File: src/rtl/multibyte_add_pkg.sv
// Shared types and helpers for the byte-serial add/subtract sequencer.
package multibyte_add_pkg;

    localparam int unsigned BYTE_W = 8;

    typedef enum logic [1:0] {
        IDLE = 2'd0,
        RUN  = 2'd1,
        DONE = 2'd2
    } state_t;

    // Signed overflow: operands agree in sign but the sum does not.
    function automatic logic calc_overflow(
        input logic a_msb,
        input logic b_msb,
        input logic s_msb
    );
        return (a_msb == b_msb) && (s_msb != a_msb);
    endfunction

endpackage

File: src/rtl/multibyte_add_sequencer_slice.sv
// One-byte ripple-carry adder; the only arithmetic in the sequencer.
module multibyte_add_sequencer_slice
    import multibyte_add_pkg::*;
(
    input  logic [BYTE_W-1:0] a,
    input  logic [BYTE_W-1:0] b,
    input  logic              carry_in,
    output logic [BYTE_W-1:0] sum_c,
    output logic              carry_c
);

    always_comb begin
        logic [BYTE_W:0] chain;
        sum_c    = '0;
        chain    = '0;
        chain[0] = carry_in;
        for (int unsigned i = 0; i < BYTE_W; i++) begin
            sum_c[i]   = a[i] ^ b[i] ^ chain[i];
            chain[i+1] = (a[i] & b[i]) | (chain[i] & (a[i] ^ b[i]));
        end
        carry_c = chain[BYTE_W];
    end

endmodule

File: src/rtl/multibyte_add_sequencer.sv
// Wide add/subtract executed one byte per clock, LSB first, on a single 8-bit slice.
module multibyte_add_sequencer
    import multibyte_add_pkg::*;
#(
    parameter  int unsigned NUM_BYTES = 4,
    localparam int unsigned W         = BYTE_W * NUM_BYTES
) (
    input  logic         clk,
    input  logic         rst,
    input  logic         start_valid,
    output logic         start_ready,
    input  logic [W-1:0] op_a,
    input  logic [W-1:0] op_b,
    input  logic         sub,
    output logic         result_valid,
    input  logic         result_ready,
    output logic [W-1:0] result,
    output logic         carry_out,
    output logic         overflow,
    output logic         zero,
    output logic         busy
);

    localparam int unsigned CNT_W = $clog2(NUM_BYTES + 1);

    state_t            state;
    logic [W-1:0]      a_sr;
    logic [W-1:0]      b_sr;
    logic              carry;
    logic [CNT_W-1:0]  cnt;

    logic [BYTE_W-1:0] slice_sum;
    logic              slice_carry;
    logic [W-1:0]      result_next;
    logic              last_byte;

    multibyte_add_sequencer_slice u_slice (
        .a        (a_sr[BYTE_W-1:0]),
        .b        (b_sr[BYTE_W-1:0]),
        .carry_in (carry),
        .sum_c    (slice_sum),
        .carry_c  (slice_carry)
    );

    // New byte enters at the top; after NUM_BYTES shifts the result is aligned.
    if (NUM_BYTES == 1) begin : g_single
        assign result_next = slice_sum;
    end else begin : g_multi
        assign result_next = {slice_sum, result[W-1:BYTE_W]};
    end

    assign last_byte = (cnt == CNT_W'(NUM_BYTES - 1));

    always_ff @(posedge clk) begin
        if (rst) begin
            state        <= IDLE;
            a_sr         <= '0;
            b_sr         <= '0;
            carry        <= 1'b0;
            cnt          <= '0;
            result       <= '0;
            carry_out    <= 1'b0;
            overflow     <= 1'b0;
            zero         <= 1'b0;
            result_valid <= 1'b0;
            busy         <= 1'b0;
            start_ready  <= 1'b1;
        end else begin
            case (state)
                IDLE: begin
                    // Subtract is A + ~B + 1: invert B here and seed the carry with sub.
                    if (start_valid && start_ready) begin
                        a_sr        <= op_a;
                        b_sr        <= sub ? ~op_b : op_b;
                        carry       <= sub;
                        cnt         <= '0;
                        start_ready <= 1'b0;
                        busy        <= 1'b1;
                        state       <= RUN;
                    end
                end
                RUN: begin
                    result <= result_next;
                    a_sr   <= a_sr >> BYTE_W;
                    b_sr   <= b_sr >> BYTE_W;
                    carry  <= slice_carry;
                    cnt    <= cnt + CNT_W'(1);
                    if (last_byte) begin
                        carry_out    <= slice_carry;
                        overflow     <= calc_overflow(a_sr[BYTE_W-1], b_sr[BYTE_W-1],
                                                      slice_sum[BYTE_W-1]);
                        zero         <= (result_next == '0);
                        result_valid <= 1'b1;
                        state        <= DONE;
                    end
                end
                DONE: begin
                    if (result_ready) begin
                        result_valid <= 1'b0;
                        busy         <= 1'b0;
                        start_ready  <= 1'b1;
                        state        <= IDLE;
                    end
                end
                default: state <= IDLE;
            endcase
        end
    end

endmodule
File: config.mk
export PLATFORM = sky130hd
export DESIGN_NAME = multibyte_add_sequencer
export DESIGN_NICKNAME = d
export VERILOG_FILES = /design/src/rtl/multibyte_add_pkg.sv /design/src/rtl/multibyte_add_sequencer_slice.sv /design/src/rtl/multibyte_add_sequencer.sv
export SDC_FILE = /design/constraint.sdc
export NUM_CORES = 1
export LEC_CHECK = 0
export ABC_AREA = 1
export ABC_CLOCK_PERIOD_IN_PS = 4800
export BUFFER_PORTS_ARGS = -buffer_cell sky130_fd_sc_hd__buf_2
export CAP_MARGIN = 40
export CORE_AREA = 2 2 97 99
export CTS_CLUSTER_DIAMETER = 30
export DETAILED_ROUTE_END_ITERATION = 6
export DIE_AREA = 0 0 99 101
export GPL_TIMING_DRIVEN = 0
export PLACE_DENSITY_LB_ADDON = 0.3
export REMOVE_ABC_BUFFERS = 1
export SETUP_SLACK_MARGIN = 0.15
export SKIP_LAST_GASP = 1
export SYNTH_ARGS = -nofsm -noshare
export SYNTH_HDL_FRONTEND = slang
export SYNTH_SLANG_ARGS = --single-unit
File: constraint.sdc
create_clock -name clk -period 4.8 [get_ports clk]
set_input_delay 0.48 -clock clk [delete_from_list [all_inputs] [get_ports clk]]
set_output_delay 0.48 -clock clk [all_outputs]
set_load 0.05 [all_outputs]
-- Yosys cells after proc, flatten, opt, wreduce, memory -nomap -nowiden
Cells that the tools add are included.
- register bits after elaboration: 108
- latch bits: 0
- memory bits (writable): 0
- ROM bits: 0
- output and inout bits: 38
- word-level logic and storage cells: 95
- memories kept: 0
- $add $sub $neg: 1
- $mul: 0
- div/mod/pow operators: 0
- order comparisons: 0
- eq/ne operators: 8
- shift-type cells: 0
- multiplexer cells: 21
- bitwise gates (word level): 41
- reduce and logical (&&, ||, !) cells: 12
- operators with widths (cell ; count):
    $pmux W32 S2 ; 2
    $mux W32 ; 3
    $logic_not A32 Y1 ; 1
    $not A32 Y32 ; 1
    $and A1 B1 Y1 ; 16
    $xor A1 B1 Y1 ; 16
    $reduce_and A3 Y1 ; 3
    $or A1 B1 Y1 ; 8
    $pmux W1 S2 ; 4
    $mux W1 ; 6
    $mux W2 ; 3
    $ne A2 B2 Y1 const B ; 3
    $pmux W2 S3 ; 1
    $pmux W3 S2 ; 1
    $reduce_bool A2 Y1 ; 3
    $reduce_and A2 Y1 ; 2
    $add A3 B1 Y3 const B ; 1
    $eq A3 B2 Y1 const B ; 1
    $mux W3 ; 1
    $eq A2 B1 Y1 const B ; 1
    $eq A2 B2 Y1 const B ; 1
    $logic_and A1 B1 Y1 ; 2
    $logic_not A2 Y1 ; 1
    $eq A1 B1 Y1 ; 1
    $ne A1 B1 Y1 ; 1

-- Longest topological paths before layout
- word-level depth: 18
- mapped depth: 17

-- By module
From an unflattened synthesis, not the netlist that was laid out.
- cell total of the unflattened synthesis: 607
- area total of the unflattened synthesis: 4767.1 um^2
- modules (own cells, without submodules) (module ; instances ; cells an instance ; area an instance (um^2) ; sequential area each (um^2)):
    multibyte_add_sequencer ; 1 ; 589 ; 4569.4 ; 2162.1
    multibyte_add_sequencer_slice ; 1 ; 18 ; 197.7 ; 0.0

-- Worst setup path before layout
No wires, ideal clock.
- path kind: flip-flop to flip-flop
- from: register a_sr[0]
- to: register overflow
- library setup time: 0.117 ns
- data arrival time: 3.681 ns
- required time: 4.683 ns
- slack: 1.002 ns
- cell stages (with the launch flop): 18
- path buffers: 0
- clock period less this slack: 3.798 ns
- cell sequence: dfxtp_1 fa_1 fa_1 fa_1 fa_1 inv_1 fa_1 inv_1 fa_1 fa_1 inv_1 fa_1 inv_1 a21oi_1 o21ai_0 nand2_1 o211ai_1 inv_1
- cells in the longest elaborated chain, start to end: 18
- ends and longest elaborated chain (item ; line ; source):
    start, declared ; multibyte_add_sequencer.sv:27 ; logic [W-1:0] a_sr;
    start signal, assigned ; multibyte_add_sequencer.sv:73 ; a_sr <= op_a;
    start signal, assigned ; multibyte_add_sequencer.sv:84 ; a_sr <= a_sr >> BYTE_W;
    $xor A1 B1 Y1 ; multibyte_add_sequencer_slice.sv:19 ; chain[i+1] = (a[i] & b[i]) | (chain[i] & (a[i] ^ b[i]));
    $and A1 B1 Y1 ; multibyte_add_sequencer_slice.sv:19 ;
    $or A1 B1 Y1 * ; multibyte_add_sequencer_slice.sv:19 ;
    $and A1 B1 Y1 * ; multibyte_add_sequencer_slice.sv:19 ;
    $or A1 B1 Y1 * ; multibyte_add_sequencer_slice.sv:19 ;
    $and A1 B1 Y1 * ; multibyte_add_sequencer_slice.sv:19 ;
    $or A1 B1 Y1 * ; multibyte_add_sequencer_slice.sv:19 ;
    $and A1 B1 Y1 * ; multibyte_add_sequencer_slice.sv:19 ;
    [2 not listed] ; - ;
    $or A1 B1 Y1 * ; multibyte_add_sequencer_slice.sv:19 ;
    $and A1 B1 Y1 * ; multibyte_add_sequencer_slice.sv:19 ;
    $or A1 B1 Y1 * ; multibyte_add_sequencer_slice.sv:19 ;
    $and A1 B1 Y1 * ; multibyte_add_sequencer_slice.sv:19 ;
    $or A1 B1 Y1 * ; multibyte_add_sequencer_slice.sv:19 ;
    $xor A1 B1 Y1 * ; multibyte_add_sequencer_slice.sv:18 ; sum_c[i] = a[i] ^ b[i] ^ chain[i];
    $ne A1 B1 Y1 * ; multibyte_add_pkg.sv:18 ; return (a_msb == b_msb) && (s_msb != a_msb);
    $logic_and A1 B1 Y1 * ; multibyte_add_pkg.sv:18 ;
    end signal, assigned ; multibyte_add_sequencer.sv:90 ; overflow <= calc_overflow(a_sr[BYTE_W-1], b_sr[BYTE_W-1],
    end, declared ; multibyte_add_sequencer.sv:19 ; output logic overflow,
Every way passes the cells marked *; elsewhere a longest branch is shown, timed or not.
A chain may end at the register's enable or synchronous reset.

-- Worst setup path after layout
Same ends and word-level chain as after synthesis.

==> summary.md <==
| Metric | Value |
|---|---|
| Mux contribution to synthesized area | 0% |
| Final routed DRC violation total | 0 |
| Standard cell with the maximum stage delay on the critical path | sky130_fd_sc_hd__fa_1 |
| Starting density of the core | 53.1% |
| DIE HEIGHT | 101 um |
| Number of placement rows | 35 |
| Crit-path max FO | 3 |
| Cell occurring most often along the worst timing path | sky130_fd_sc_hd__fa_1 |
| Worst r2r dst | overflow |
| Synth unique cells | 28 |
| First drt pass iteration count | 4 |
| DR iter-0 viols | 168 |
| Post-detail-place hpwl | 6700 um |
| Final non-filler cell total | 807 |
| Maximum Capacitance Violations | 0 |
| Commonest cells after routing, fill and taps aside | sky130_fd_sc_hd__nand2_1 (124), sky130_fd_sc_hd__dfxtp_1 (108), sky130_fd_sc_hd__buf_2 (106) |
| Number of global-route vias before repair | 3858 |
| Area used by multi-input combinational logic | 2250 um2 |
| Simple-gate portion of the synthesized area | 19.5% |
| Vias per cell | 5.14 |
| # port buffers | 106 |
| Met1 Wirelength | 4540 um |
| CP max stage delay | 430 ps |
| Number of antenna violations at the first check in global routing | 0 |
| WL per Instance | 12.8 um |
| Unrepaired setup endpoints after global routing | false |
| Netlist Area Pre-Place | 4770 um2 |
| Final setup skew | 10.0 ps |
| Largest net degree at the start of global routing | 64 |
| Path length in cells of the critical path | 17 |
| Worst endpoint data arrival time | 4390 ps |
| Series of cell instances along the critical path | fa_1 -> fa_1 -> fa_1 -> fa_1 -> inv_1 -> fa_1 -> inv_1 -> fa_1 -> fa_1 -> inv_1 -> fa_1 -> inv_1 -> a21oi_1 -> o21ai_0 -> nand2_1 -> o211ai_1 -> inv_1 |
| Worst Reg2Reg Path Length in Cells | 17 |
| Boundary Pins | 107 |
| Synth Area in Adders | 4.14% |
| Combined flip-flop and latch cell area | 2160 um2 |
| Area of the core | 8980 um2 |
| Post-cts gate resize count | 0 |
| CTS tree | done |
| Top sig layer | met4 |
| Share of the cycle needed by the critical path after routing | 86.1% |
| Setup Total Neg Slack | 0 ps |
| Hold WC Path Type | input port to flop |
| TritonCTS sink count | 108 |
| Placed cell count | 791 |
| Ratio of cells with drive above 1 in the final layout | 18.5% |
| Slew Limit Fails | 0 |
| Met3 Routed Length | 605 um |
| Proportion of synthesized chip area in sequential cells | 45.3% |
| Total number of nets in the final design | 771 |
| Worst slew pin tran | 907 ps |
| Final setup vio count | 0 |
| Remaining global-route overflow | 0 |
| Layout area overhead | 13.5% |
| Number of cells produced by synthesis | 616 |
| Via count of the routed design | 4147 |
| Most common library cell in the layout ignoring fill and taps | sky130_fd_sc_hd__nand2_1 |
| Critical path capture point | overflow |
| Total length of routed wires | 10300 um |
| Total setup buffers inserted after CTS | 0 |
| Worst-skew pair later-pin latency | 370 ps |
| Reg2reg setup slack | 670 ps |
| Parity-gate share of the synthesized area counting xor and xnor cells | 5.87% |
| Type of the worst setup path | flop to flop |
| Remaining antenna violation count | 0 |
| Antenna diode count | 0 |
| Clock buffer count from CTS | 9 |
| Total routing usage reported by global routing | 20.8% |
| Maximum clock insertion buffer count | 2 |
| Worst relative slew slack | 39.5% |
| Chip width | 99 um |
| Wire length of the first global-routing pass | 17000 um |
| Crit start category | flop |
| Final Critical Period | 4130 ps |
| Startpoint of the lowest-slack register-to-register path | a_sr[0] |
| Total power density per cell area | 395 nW/um2 |
| Dominant combinational cell family by area after synthesis | simple AND/OR/NAND/NOR gates |
| Required arrival time at the worst endpoint | 5060 ps |
| Crit. End Element | flop |
| Fmax | 0.242 GHz |
| Number of hold-slack violations in the final timing report | 0 |
| RePlAce Congestion | 0.771 |
| Max VDD drop | 0.151 mV |
| Detailed route wirelength on metal2 | 4980 um |
| Critical path buffer and inverter count | 5 |
| Number of fillers in the final layout | 873 |
| Result of the run | completed |
| Worst-path clk slew | 100 ps |
| Die Area | 10000 um2 |
| Ys Warns | 0 |
| Root Buffer Master | sky130_fd_sc_hd__clkbuf_8 |
| Flip-flop and latch count after synthesis | 108 |
| Post-Syn Area per Cell | 7.74 um2 |
| Count of H-tree levels built during CTS | 3 |
| Category of cells accounting for the largest share of critical-path delay | adder cells |
| Post-CTS Hold Fix Bufs | 0 |
| Compound-cell area share of the yosys netlist | 17.7% |
| Standby leakage power | 2.33 nW |
| Beginning of the critical path | a_sr[0] |
## logic make-up (layout without fill, tap and decap cells)
| kind of cell | Yosys count | in the layout |
|---|---|---|
| adder cells (fa/ha/maj) | 11 | 11 |
| XOR/XNOR | 32 | 32 |
| AO/OA/AOI/OAI | 161 | 161 |
| AND/OR/NAND/NOR | 238 | 238 |
| buffers and inverters | 66 | 146 |
| flip-flops | 108 | 108 |
## registers in the layout, summed over array words and instances (netlist names)
| name | count |
|---|---|
| carry | 1 |
| b_sr | 32 |
| a_sr | 32 |
| result_valid | 1 |
| overflow | 1 |
| cnt | 3 |
| start_ready | 1 |
| zero | 1 |
| carry_out | 1 |
| busy | 1 |
| state | 2 |
| result | 32 |
## where the power goes
group	switching, W	total (W)	leakage [nW]	internal [W]
Sequential	0.0000590	0.00104	0.888	0.000986
Clock	0.000304	0.000601	0.104	0.000297
Combinational	0.000337	0.000493	1.33	0.000156
## through the flow
stage,cell area (um2),hold slack (ps),util [%],total power (W),setup slack [ps]
finish,5410,351,60.3,0.00214,669
global route,5410,345,60.3,0.00226,413
CTS,5410,342,60.3,0.00215,659
detailed placement,5200,440,57.9,0.00156,720
global placement,5170,432,57.6,0.00154,779
floorplan,4510,435,-,0.00140,990
## worst min-delay path: stages
cell	delay, ps
sky130_fd_sc_hd__buf_2	90
sky130_fd_sc_hd__nand2_1	50
sky130_fd_sc_hd__a21oi_1	60
## Yosys cell counts (all sizes together)
library cell | count | area (um2)
nand2 | 126 | 497
dfxtp | 108 | 2160
nor2 | 106 | 400
o21ai | 82 | 410
a21oi | 51 | 255
buf | 29 | 213
xnor2 | 26 | 228
a31oi | 24 | 150
inv | 22 | 85.1
clkbuf | 14 | 52.6
fa | 8 | 160
xor2 | 6 | 52.6
nand3 | 4 | 25.0
ha | 3 | 37.5
a211oi | 2 | 15.0
nor3 | 2 | 10.0
clkinv | 1 | 3.75
o211ai | 1 | 7.51
o22ai | 1 | 6.26
## final cells by class
| cell class | instances | share of cell area [%] |
|---|---|---|
| multi-input cells | 442 | 41.7 |
| flip-flops and latches | 108 | 39.9 |
| well taps | 111 | 2.57 |
| inverters | 23 | 1.66 |
| clock inverters | 5 | 1.57 |
| repair buffers | 107 | 10.2 |
| clock buffers | 11 | 2.43 |
## layer usage
layer | up-vias | track usage [%]
met1 | 1867 | 26.4
li1 | 2146 | -
met2 | 118 | 35.6
met4 | 0 | 7.38
met3 | 16 | 3.88
met5 | - | 0
## how the worst min path moves through the flow
stage | start | endpoint | slack (ps) | cells after the start
floorplan | a_sr[24] | a_sr[24] | 430 | 2
global placement | result_valid | result_valid | 430 | 2
detailed placement | result_valid | result_valid | 440 | 2
CTS | op_a[29] | a_sr[29] | 340 | 3
global route | op_a[31] | a_sr[31] | 350 | 3
finish | op_a[30] | a_sr[30] | 350 | 3
Power figures use the tool's default switching activity.
